<file path="src/rtl/aes_stream_host.sv">
// Byte-serial host driver for the AES-128 core: latches a key/block, resets and
// loads the core MSB first, then reassembles its 16 output bytes LSB first.
module aes_stream_host #(
  parameter int TIMEOUT      = 1024,
  parameter int CLEAR_CYCLES = 2
) (
  input  logic         clk,
  input  logic         rst,
  input  logic         start,
  input  logic [127:0] key_in,
  input  logic [127:0] block_in,
  output logic         busy,
  output logic         done,
  output logic         error,
  output logic [127:0] result,
  output logic         core_rst,
  output logic         core_enable,
  output logic [7:0]   key_byte,
  output logic [7:0]   state_byte,
  input  logic         core_ready,
  input  logic [7:0]   core_out_byte
);

  localparam int TW = $clog2(TIMEOUT + 1);
  localparam int CW = $clog2(CLEAR_CYCLES + 1);

  typedef enum logic [2:0] {
    S_IDLE,
    S_CLEAR,
    S_LOAD,
    S_WAIT,
    S_COLLECT,
    S_DONE
  } state_t;

  state_t         state, state_n;
  logic [CW-1:0]  clr_cnt, clr_cnt_n;
  logic [3:0]     byte_idx, byte_idx_n;
  logic [TW-1:0]  tmo_cnt, tmo_cnt_n;
  logic [3:0]     col_cnt, col_cnt_n;
  logic [127:0]   key_reg, key_reg_n;
  logic [127:0]   blk_reg, blk_reg_n;
  logic [127:0]   result_n;
  logic           error_n, done_n, busy_n;
  logic           core_rst_n, core_enable_n;
  logic [7:0]     key_byte_n, state_byte_n;

  // Every output is computed from the next state here and registered below, so
  // the core sees glitch-free, flop-driven controls.
  always_comb begin
    state_n       = state;
    clr_cnt_n     = clr_cnt;
    byte_idx_n    = byte_idx;
    tmo_cnt_n     = tmo_cnt;
    col_cnt_n     = col_cnt;
    key_reg_n     = key_reg;
    blk_reg_n     = blk_reg;
    result_n      = result;
    error_n       = error;
    key_byte_n    = 8'h00;
    state_byte_n  = 8'h00;

    case (state)
      S_IDLE: begin
        if (start) begin
          state_n   = S_CLEAR;
          key_reg_n = key_in;
          blk_reg_n = block_in;
          error_n   = 1'b0;
          result_n  = '0;
          clr_cnt_n = '0;
        end
      end

      S_CLEAR: begin
        if (clr_cnt == CW'(CLEAR_CYCLES - 1)) begin
          state_n      = S_LOAD;
          byte_idx_n   = 4'd0;
          key_byte_n   = key_reg[127:120];
          state_byte_n = blk_reg[127:120];
          key_reg_n    = key_reg << 8;
          blk_reg_n    = blk_reg << 8;
        end else begin
          clr_cnt_n = clr_cnt + 1'b1;
        end
      end

      // key_reg/blk_reg shift left as bytes go out, so the top byte is always next.
      S_LOAD: begin
        if (byte_idx == 4'd15) begin
          state_n   = S_WAIT;
          tmo_cnt_n = '0;
        end else begin
          byte_idx_n   = byte_idx + 4'd1;
          key_byte_n   = key_reg[127:120];
          state_byte_n = blk_reg[127:120];
          key_reg_n    = key_reg << 8;
          blk_reg_n    = blk_reg << 8;
        end
      end

      S_WAIT: begin
        if (core_ready) begin
          result_n[7:0] = core_out_byte;
          col_cnt_n     = 4'd1;
          state_n       = S_COLLECT;
        end else if (tmo_cnt == TW'(TIMEOUT - 1)) begin
          error_n = 1'b1;
          state_n = S_DONE;
        end else begin
          tmo_cnt_n = tmo_cnt + 1'b1;
        end
      end

      // A gap in core_ready ends the burst early; bytes already captured are kept.
      S_COLLECT: begin
        if (core_ready) begin
          result_n[{col_cnt, 3'b000} +: 8] = core_out_byte;
          if (col_cnt == 4'd15) begin
            state_n = S_DONE;
          end else begin
            col_cnt_n = col_cnt + 4'd1;
          end
        end else begin
          error_n = 1'b1;
          state_n = S_DONE;
        end
      end

      S_DONE: begin
        state_n = S_IDLE;
      end

      default: begin
        state_n = S_IDLE;
      end
    endcase

    busy_n        = (state_n != S_IDLE);
    done_n        = (state_n == S_DONE);
    core_rst_n    = (state_n inside {S_IDLE, S_CLEAR, S_DONE});
    core_enable_n = (state_n inside {S_LOAD, S_WAIT, S_COLLECT});
  end

  always_ff @(posedge clk or negedge rst) begin
    if (!rst) begin
      state       <= S_IDLE;
      clr_cnt     <= '0;
      byte_idx    <= '0;
      tmo_cnt     <= '0;
      col_cnt     <= '0;
      key_reg     <= '0;
      blk_reg     <= '0;
      result      <= '0;
      error       <= 1'b0;
      done        <= 1'b0;
      busy        <= 1'b0;
      core_rst    <= 1'b1;
      core_enable <= 1'b0;
      key_byte    <= 8'h00;
      state_byte  <= 8'h00;
    end else begin
      state       <= state_n;
      clr_cnt     <= clr_cnt_n;
      byte_idx    <= byte_idx_n;
      tmo_cnt     <= tmo_cnt_n;
      col_cnt     <= col_cnt_n;
      key_reg     <= key_reg_n;
      blk_reg     <= blk_reg_n;
      result      <= result_n;
      error       <= error_n;
      done        <= done_n;
      busy        <= busy_n;
      core_rst    <= core_rst_n;
      core_enable <= core_enable_n;
      key_byte    <= key_byte_n;
      state_byte  <= state_byte_n;
    end
  end

endmodule
</file>
<file path="config.mk">
export PLATFORM = sky130hd
export DESIGN_NAME = aes_stream_host
export DESIGN_NICKNAME = d
export VERILOG_FILES = /design/src/rtl/aes_stream_host.sv
export SDC_FILE = /design/constraint.sdc
export NUM_CORES = 1
export LEC_CHECK = 0
export CAP_MARGIN = 40
export CORE_ASPECT_RATIO = 1.4
export CORE_MARGIN = 2
export CORE_UTILIZATION = 52
export CTS_BUF_LIST = sky130_fd_sc_hd__clkbuf_8
export DETAILED_ROUTE_END_ITERATION = 8
export GPL_ROUTABILITY_DRIVEN = 0
export PLACE_DENSITY = 0.82
export SLEW_MARGIN = 15
export SYNTH_ARGS = -nofsm -noshare
export SYNTH_HDL_FRONTEND = slang
export SYNTH_SLANG_ARGS = --single-unit
export TNS_END_PERCENT = 30
</file>
<file path="constraint.sdc">
create_clock -name clk -period 2.45 [get_ports clk]
set_input_delay 0.3675 -clock clk [delete_from_list [all_inputs] [get_ports clk]]
set_output_delay 0.3675 -clock clk [all_outputs]
set_load 0.02 [all_outputs]
</file>
==> results of run 1 <==
cell type report:
type | count | area share (%)
flip-flops and latches | 429 | 43.2
multi-input cells | 1387 | 28.8
repair buffers | 486 | 20.0
clock buffers | 79 | 4.38
well taps | 456 | 2.30
clock inverters | 33 | 1.06
inverters | 11 | 0.166
diodes | 3 | 0.0302
cell usage after synthesis, types with 3 or more instances:
cell type  number
nand2_1       559
dfrtp_1       428
nor2_1        259
a31oi_1       241
buf_2          81
a22o_1         69
o2bb2ai_1      62
clkbuf_1       44
nand3_1        32
nor2b_1        22
o21ai_0        13
buf_1          12
a21oi_1        10
inv_1          10
nand2b_1        8
o21ai_1         8
and2_1          7
ha_1            7
nor3_1          7
o31ai_1         6
mux2i_1         5
a21o_1          4
nand4_1         4
nor4_1          4
xor2_1          4
and3_1          3
buf_4           3
nand3b_1        3
o31a_1          3
or4_1           3
xnor2_1         3
worst max path at each step:
| stage | slack, ns | end | depth (start not counted) | start |
|---|---|---|---|---|
| 5_1_grt | 0.03 | result[55] | 7 | col_cnt[0] |
| 3_5_place_dp | 0.09 | col_cnt[3] | 7 | core_ready |
| 3_3_place_gp | 0.22 | tmo_cnt[4] | 7 | core_ready |
| 2_1_floorplan | 0.22 | result[64] | 9 | col_cnt[0] |
| 6_report | 0.21 | result[37] | 8 | col_cnt[0] |
| 4_1_cts | 0.13 | col_cnt[3] | 7 | clr_cnt[0] |
per-layer routing:
metal	vias up	share of wire, %
li1	7620	-
met1	8017	37
met2	752	51
met3	155	6.6
met4	2	5.1
met5	-	0.015
power by group:
group	internal [mW]	switching [mW]	total, mW
combinational	6.12	10.4	16.5
sequential	9.80	1.45	11.3
clock	3.35	2.77	6.12
worst max-delay path: stages, from the launching register on:
cell and delay (ns):
dfrtp_1 0.38, inv_1 0.15, ha_2 0.35, nor2_1 0.25, o31ai_1 0.15, buf_4 0.18
o21ai_0 0.17, nand2_1 0.22, a22o_1 0.28
cells by family (layout without fill, tap and decap cells):
kind of cell	after synthesis	count (layout)
compound gates	437	437
simple gates	931	931
xor+xnor	7	7
flops	429	429
buf+inv	152	609
fa+ha+maj	7	7
mux	5	5
other cells	0	3
repair_timing:
action,in CTS,in global routing
hold endpoints to repair,48,0
hold buffers,1,0
gates resized for setup,0,2
endpoints found under the setup margin,0,29
==> results.md, run 1 <==
- Top Usage Layer GRT: met2
- Class of the worst hold path: input pin to async pin
- Total Power: 33.9 mW
- Fin crit period: 2.24 ns
- Crit path max fanout: 8
- IO Pins: 417
- Nets: 2656
- Die H: 227 microns
- Cell Pwr Density: between 1000 and 1500 nW/um^2
- DRT Wirelength: 53.5 mm
- Main area contributors after synthesis: dfrtp_1, nand2_1, a31oi_1
- GRT met3 Usage: 4.74%
- Syn_area_per_cell: between 9 and 10 sq um
- Final Max Tran Viols: 0
- Post-synthesis sequential area ratio: 57.9%
- DIE WIDTH: 164 microns
- Post-synthesis cell type count: 63
- Total nets after synthesis: about 2200
- Met2 GRT Util: 50.3%
- Final Instance Area: about 25000 sq um
- Pin count of the biggest net entering global routing: 80
- Cell count after synthesis: 1968
- Commonest non-fill, non-tap cells in the layout: nand2_1, dfrtp_1, clkdlybuf4s50_1
- Fin crit share: 91.5%
- Worst R2R End: result[37]
- Async S/R FF share, synth: 100%
- Share of cells above drive strength 1: 7.84%
- Worst Tran Pin Value: 0.827 ns
- Syn-to-layout area delta: 33.9%
- Num CTS Buffers: 66
- Rows: 81
- VDD IR max: ~0.84 mV
- Average wire per standard cell: 18.6 microns
- Mux share of post-synthesis cell area: less than 1%
- Syn. warnings: 0
- Non-Filler Instances: 2884
- Final setup fails: 0
- # DRC: 0
- Final hold slack: approximately 0.3 ns
- Slew HR: between 40 and 50%
- Vias per std cell: between 5 and 6
- Post-layout util: 70.8%
- CTS Root Cell: clkbuf_8
- Reg2reg path depth: 8
- Reg-to-reg critical path startpoint: col_cnt[0]
- Number of global-route vias before repair: 16500
- Gr ovfl total: 0
- Complex-gate fraction of the synthesized area: between 10% and 20%
- Setup Total Neg Slack: 0 ns
- Storage cell area: between 10000 and 15000 sq um
- Outcome: finished clean
- Primary FF master, synth: dfrtp_1
- Post-CTS setup buffer count: 0
- Layout fillers: about 2600
- Leak pwr: 10.8 nW
- Skew-Pair Late Insertion Delay: 0.61 ns
- Worst setup SP type: register
- Largest family of logic cells by synthesized area: simple AND/OR/NAND/NOR gates
- Die area: 37200 sq um
- Worst EP arrival: 2.73 ns
- Port buffer count: 416
- Mapped cell area: 18500 sq um
- Xor/xnor share of the synthesized area: 0.331%
- Final Worst Setup Slack: approximately 0.21 ns
- Floorplan core area: ~35000 sq um
- H-tree depth: 3
- Fmax: around 450 MHz
- DR vias: 16500
- Post-Synth Simple-Gate Area: between 20% and 30%
- Commonest non-fill, non-tap cell in the layout: nand2_1
- WP data required: 2.93 ns
- DP Area: 23500 sq um
- DRT antenna net count: 0
- Synthesized flop and latch total: 429
- Initial antenna violation count: 4
- Post-synth EDFFs: 0
- Max-Cap Viols: 0
- Routing usage on met1: 34.8%
- Final HPWL DP: about 38 mm
- Placed insts: ~2800
- R2r setup slk: 0.21 ns
- Clk buf depth: 3
- Pre-CTS WS: 0.0887 ns
- Initial Util: 52.9%
- Adder-Cell Fraction of Synth Area: 0.472%
- Clk pin slew, worst setup/hold paths: 0.07 ns
- Area of the multi-input gates: between 7000 and 8000 sq um
- Post-synth top area cell: dfrtp_1
- Area share of the largest cell type after synthesis: 57.8%
- DR iter-0 viols: 1486
- Final clock skew: 0.0223 ns
- CP Class: register to register
- Pre-antenna DRT Iters: 6
- RSZ-0062 raised after global routing: no
- Tot GR Track Use: between 20% and 30%
- Crit. End Element: register
- Final hold violation count: 0
- Count of clock tree sinks: 429
- First-pass GRT wire length: 85.1 mm
- CTS tree: yes
(Power assumes the default switching activity.)
==> run 2: changes to the inputs <==
--- a/config.mk
+++ b/config.mk
@@ -5,14 +5,14 @@
 export SDC_FILE = /design/constraint.sdc
 export NUM_CORES = 1
 export LEC_CHECK = 0
-export CAP_MARGIN = 40
+export CAP_MARGIN = 20
 export CORE_ASPECT_RATIO = 1.4
 export CORE_MARGIN = 2
-export CORE_UTILIZATION = 52
+export CORE_UTILIZATION = 55
 export CTS_BUF_LIST = sky130_fd_sc_hd__clkbuf_8
 export DETAILED_ROUTE_END_ITERATION = 8
 export GPL_ROUTABILITY_DRIVEN = 0
-export PLACE_DENSITY = 0.82
+export PLACE_DENSITY = 0.86
 export SLEW_MARGIN = 15
 export SYNTH_ARGS = -nofsm -noshare
 export SYNTH_HDL_FRONTEND = slang
==> constraint.sdc (replaced) <==
create_clock -name clk -period 2.6 [get_ports clk]
set_input_delay 0.39 -clock clk [delete_from_list [all_inputs] [get_ports clk]]
set_output_delay 0.39 -clock clk [all_outputs]
set_load 0.02 [all_outputs]
==> run 2 against run 1 <==
Fmax down 7.2%; register-to-register slack worse by 0.02 ns; sequential share of layout area up 0.44 points; final area down 1.0%; worst hold slack better by 0.024 ns; first-iteration DRC count down 3.2%; cell count down 0.80%; clock-buffer cell count down 5; global-route usage up 1.6 points; clock skew down 0.0027 ns; combinational power down 5%; critical path type unchanged; critical endpoint is now result[126].
==> results.md, run 2 (synthesized netlist as in run 1, its figures left out) <==
- Crit path max fanout: 12
- Leak pwr: 10.8 nW
- R2r setup slk: 0.18 ns
- Internal Pwr Total: around 18 mW
- Final Max Tran Viols: 0
- Reg power frac: around a third
- Count of clock tree sinks: between 400 and 500
- Slew HR: 29.7%
- Skew-Pair Late Insertion Delay: roughly 0.63 ns
- Pin count of the biggest net entering global routing: 118
- Commonest non-fill, non-tap cells in the layout: nand2_1, dfrtp_1, clkdlybuf4s50_1
- Floorplan core area: 33200 sq um
- Psw: 13.8 mW
- Worst EP arrival: 2.95 ns
- CTS Root Cell: clkbuf_8
- Layout fillers: 2270
- Tot GR Track Use: 30.8%
- Fin crit share: 92.9%
- Setup Total Neg Slack: 0 ns
- Clk buf depth: 3
- Syn-to-layout area delta: 32.6%
- # DRC: 0
- Rows: ~80
- Pre-antenna DRT Iters: 5
- Gr ovfl total: 0
- Worst R2R End: result[126]
- VDD IR max: between 1 and 1.5 mV
- Die H: 221 microns
- IO Pins: approximately 420
- Port buffer count: 416
- Clk pin slew, worst setup/hold paths: 0.07 ns
- Sw frac: 44.1%
- Final HPWL DP: between 30 and 40 mm
- Average wire per standard cell: 19.2 microns
- Worst Tran Pin Value: 1.05 ns
- Reg-to-reg critical path startpoint: col_cnt[0]
- Final hold violation count: 0
- Die area: approximately 35000 sq um
- Combinational Power Share: 49.9%
- Outcome: finished clean
- First-pass GRT wire length: 87.4 mm
- Reg2reg path depth: 7
- Initial Util: 55.8%
- Non-Filler Instances: between 2000 and 3000
- DR iter-0 viols: 1439
- Nets: roughly 2600
- Commonest non-fill, non-tap cell in the layout: nand2_1
- CTS tree: yes
- Vias per std cell: 5.87
- Class of the worst hold path: input pin to async pin
- WP data required: 3.13 ns
- Crit. End Element: register
- Share of cells above drive strength 1: 7.17%
- Final setup fails: 0
- Pre-CTS WS: around 0.13 ns
- Max-Cap Viols: 0
- Initial antenna violation count: 6
- Placed insts: 2751
- DIE WIDTH: 159 microns
- Fin crit period: 2.42 ns
- Num CTS Buffers: 60
- CP Class: register to register
- DRT antenna net count: 0
- Fmax: 414 MHz
- DRT Wirelength: 54.8 mm
- Final Worst Setup Slack: between 0.15 and 0.2 ns
- Worst setup SP type: register
- Final clock skew: 0.0196 ns
- RSZ-0062 raised after global routing: no
- Number of global-route vias before repair: about 17000
- Cell Pwr Density: 1270 nW/um^2
- Clock Power Share: 16.3%
- Beginning of the critical path: col_cnt[0]
- DR vias: 16800
- H-tree depth: 2
==> run 2: cell count changes in the layout (fill, tap and decap cells not counted), moves of 3 or more <==
cell | before | now
buf_4 | 46 | 41
clkinvlp_4 | 6 | 3
inv_1 | 24 | 29
clkbuf_8 | 79 | 74
bufinv_16 | 4 | 0
==> run 2: worst max path at each step <==
stage / end / cells past startpoint / slack (ns)
after floorplan: result[64] / 9 / 0.37
final: result[126] / 7 / 0.18
after detailed placement: col_cnt[3] / 7 / 0.13
after CTS: result[126] / 7 / 0.15
after global placement: col_cnt[3] / 7 / 0.21
after global routing: col_cnt[3] / 7 / 0.05
==> run 2: critical path, cell delays in order (launching register included) <==
cell and delay [ns]:
dfrtp_1 0.38, inv_1 0.17, ha_2 0.35, nand2b_1 0.08, o21ai_0 0.41, and2_1 0.22, nand3_1 0.41, o2bb2ai_1 0.30
==> run 2: routing by layer <==
| layer | up-vias | global-route usage, % | wire length, microns |
|---|---|---|---|
| met4 | 6 | 17.3 | 3030 |
| met1 | 8140 | 35.3 | 19400 |
| met5 | - | 0 | 34 |
| li1 | 7601 | - | - |
| met3 | 191 | 6.41 | 4110 |
| met2 | 849 | 53.9 | 28200 |
==> run 2: repair_timing <==
item	4_1_cts	5_1_grt
endpoints found under the hold margin	59	0
setup buffers	0	0
resized for setup	0	2
hold buffers	1	0
setup endpoints to repair	0	14
==> run 2: power groups by stage <==
stage / logic (mW) / registers [mW] / clock network (mW)
2_1_floorplan: 10.8 / 10.5 / 0
3_3_place_gp: 14.9 / 10.6 / 0
3_5_place_dp: 15.4 / 10.7 / 0
4_1_cts: 15.6 / 10.6 / 5.18
5_1_grt: 17.3 / 10.9 / 5.47
6_report: 15.6 / 10.6 / 5.09
==> run 2: final cells by class <==
cell class                 instances  area, sq um  area share [%]
sequential                       429        10700            43.7
multi-input combinational       1387         7150            29.1
timing repair buffer             480         4930            20.0
clock buffer                      74         1020            4.14
tap                              445          557            2.27
clock inverter                    32          144           0.585
inverter                          11         41.3           0.168
antenna                            3         7.51          0.0305
==> run 2: per-stage QoR <==
step	cell area [sq um]	utilization [%]	hold slack, ns	power, mW
6_report	24600	74.0	0.317	31.3
5_1_grt	24600	74.0	0.307	33.6
4_1_cts	24600	74.0	0.278	31.4
3_5_place_dp	23400	70.4	0.393	26.1
3_3_place_gp	23400	70.4	0.395	25.4
2_1_floorplan	18500	-	0.0944	21.3
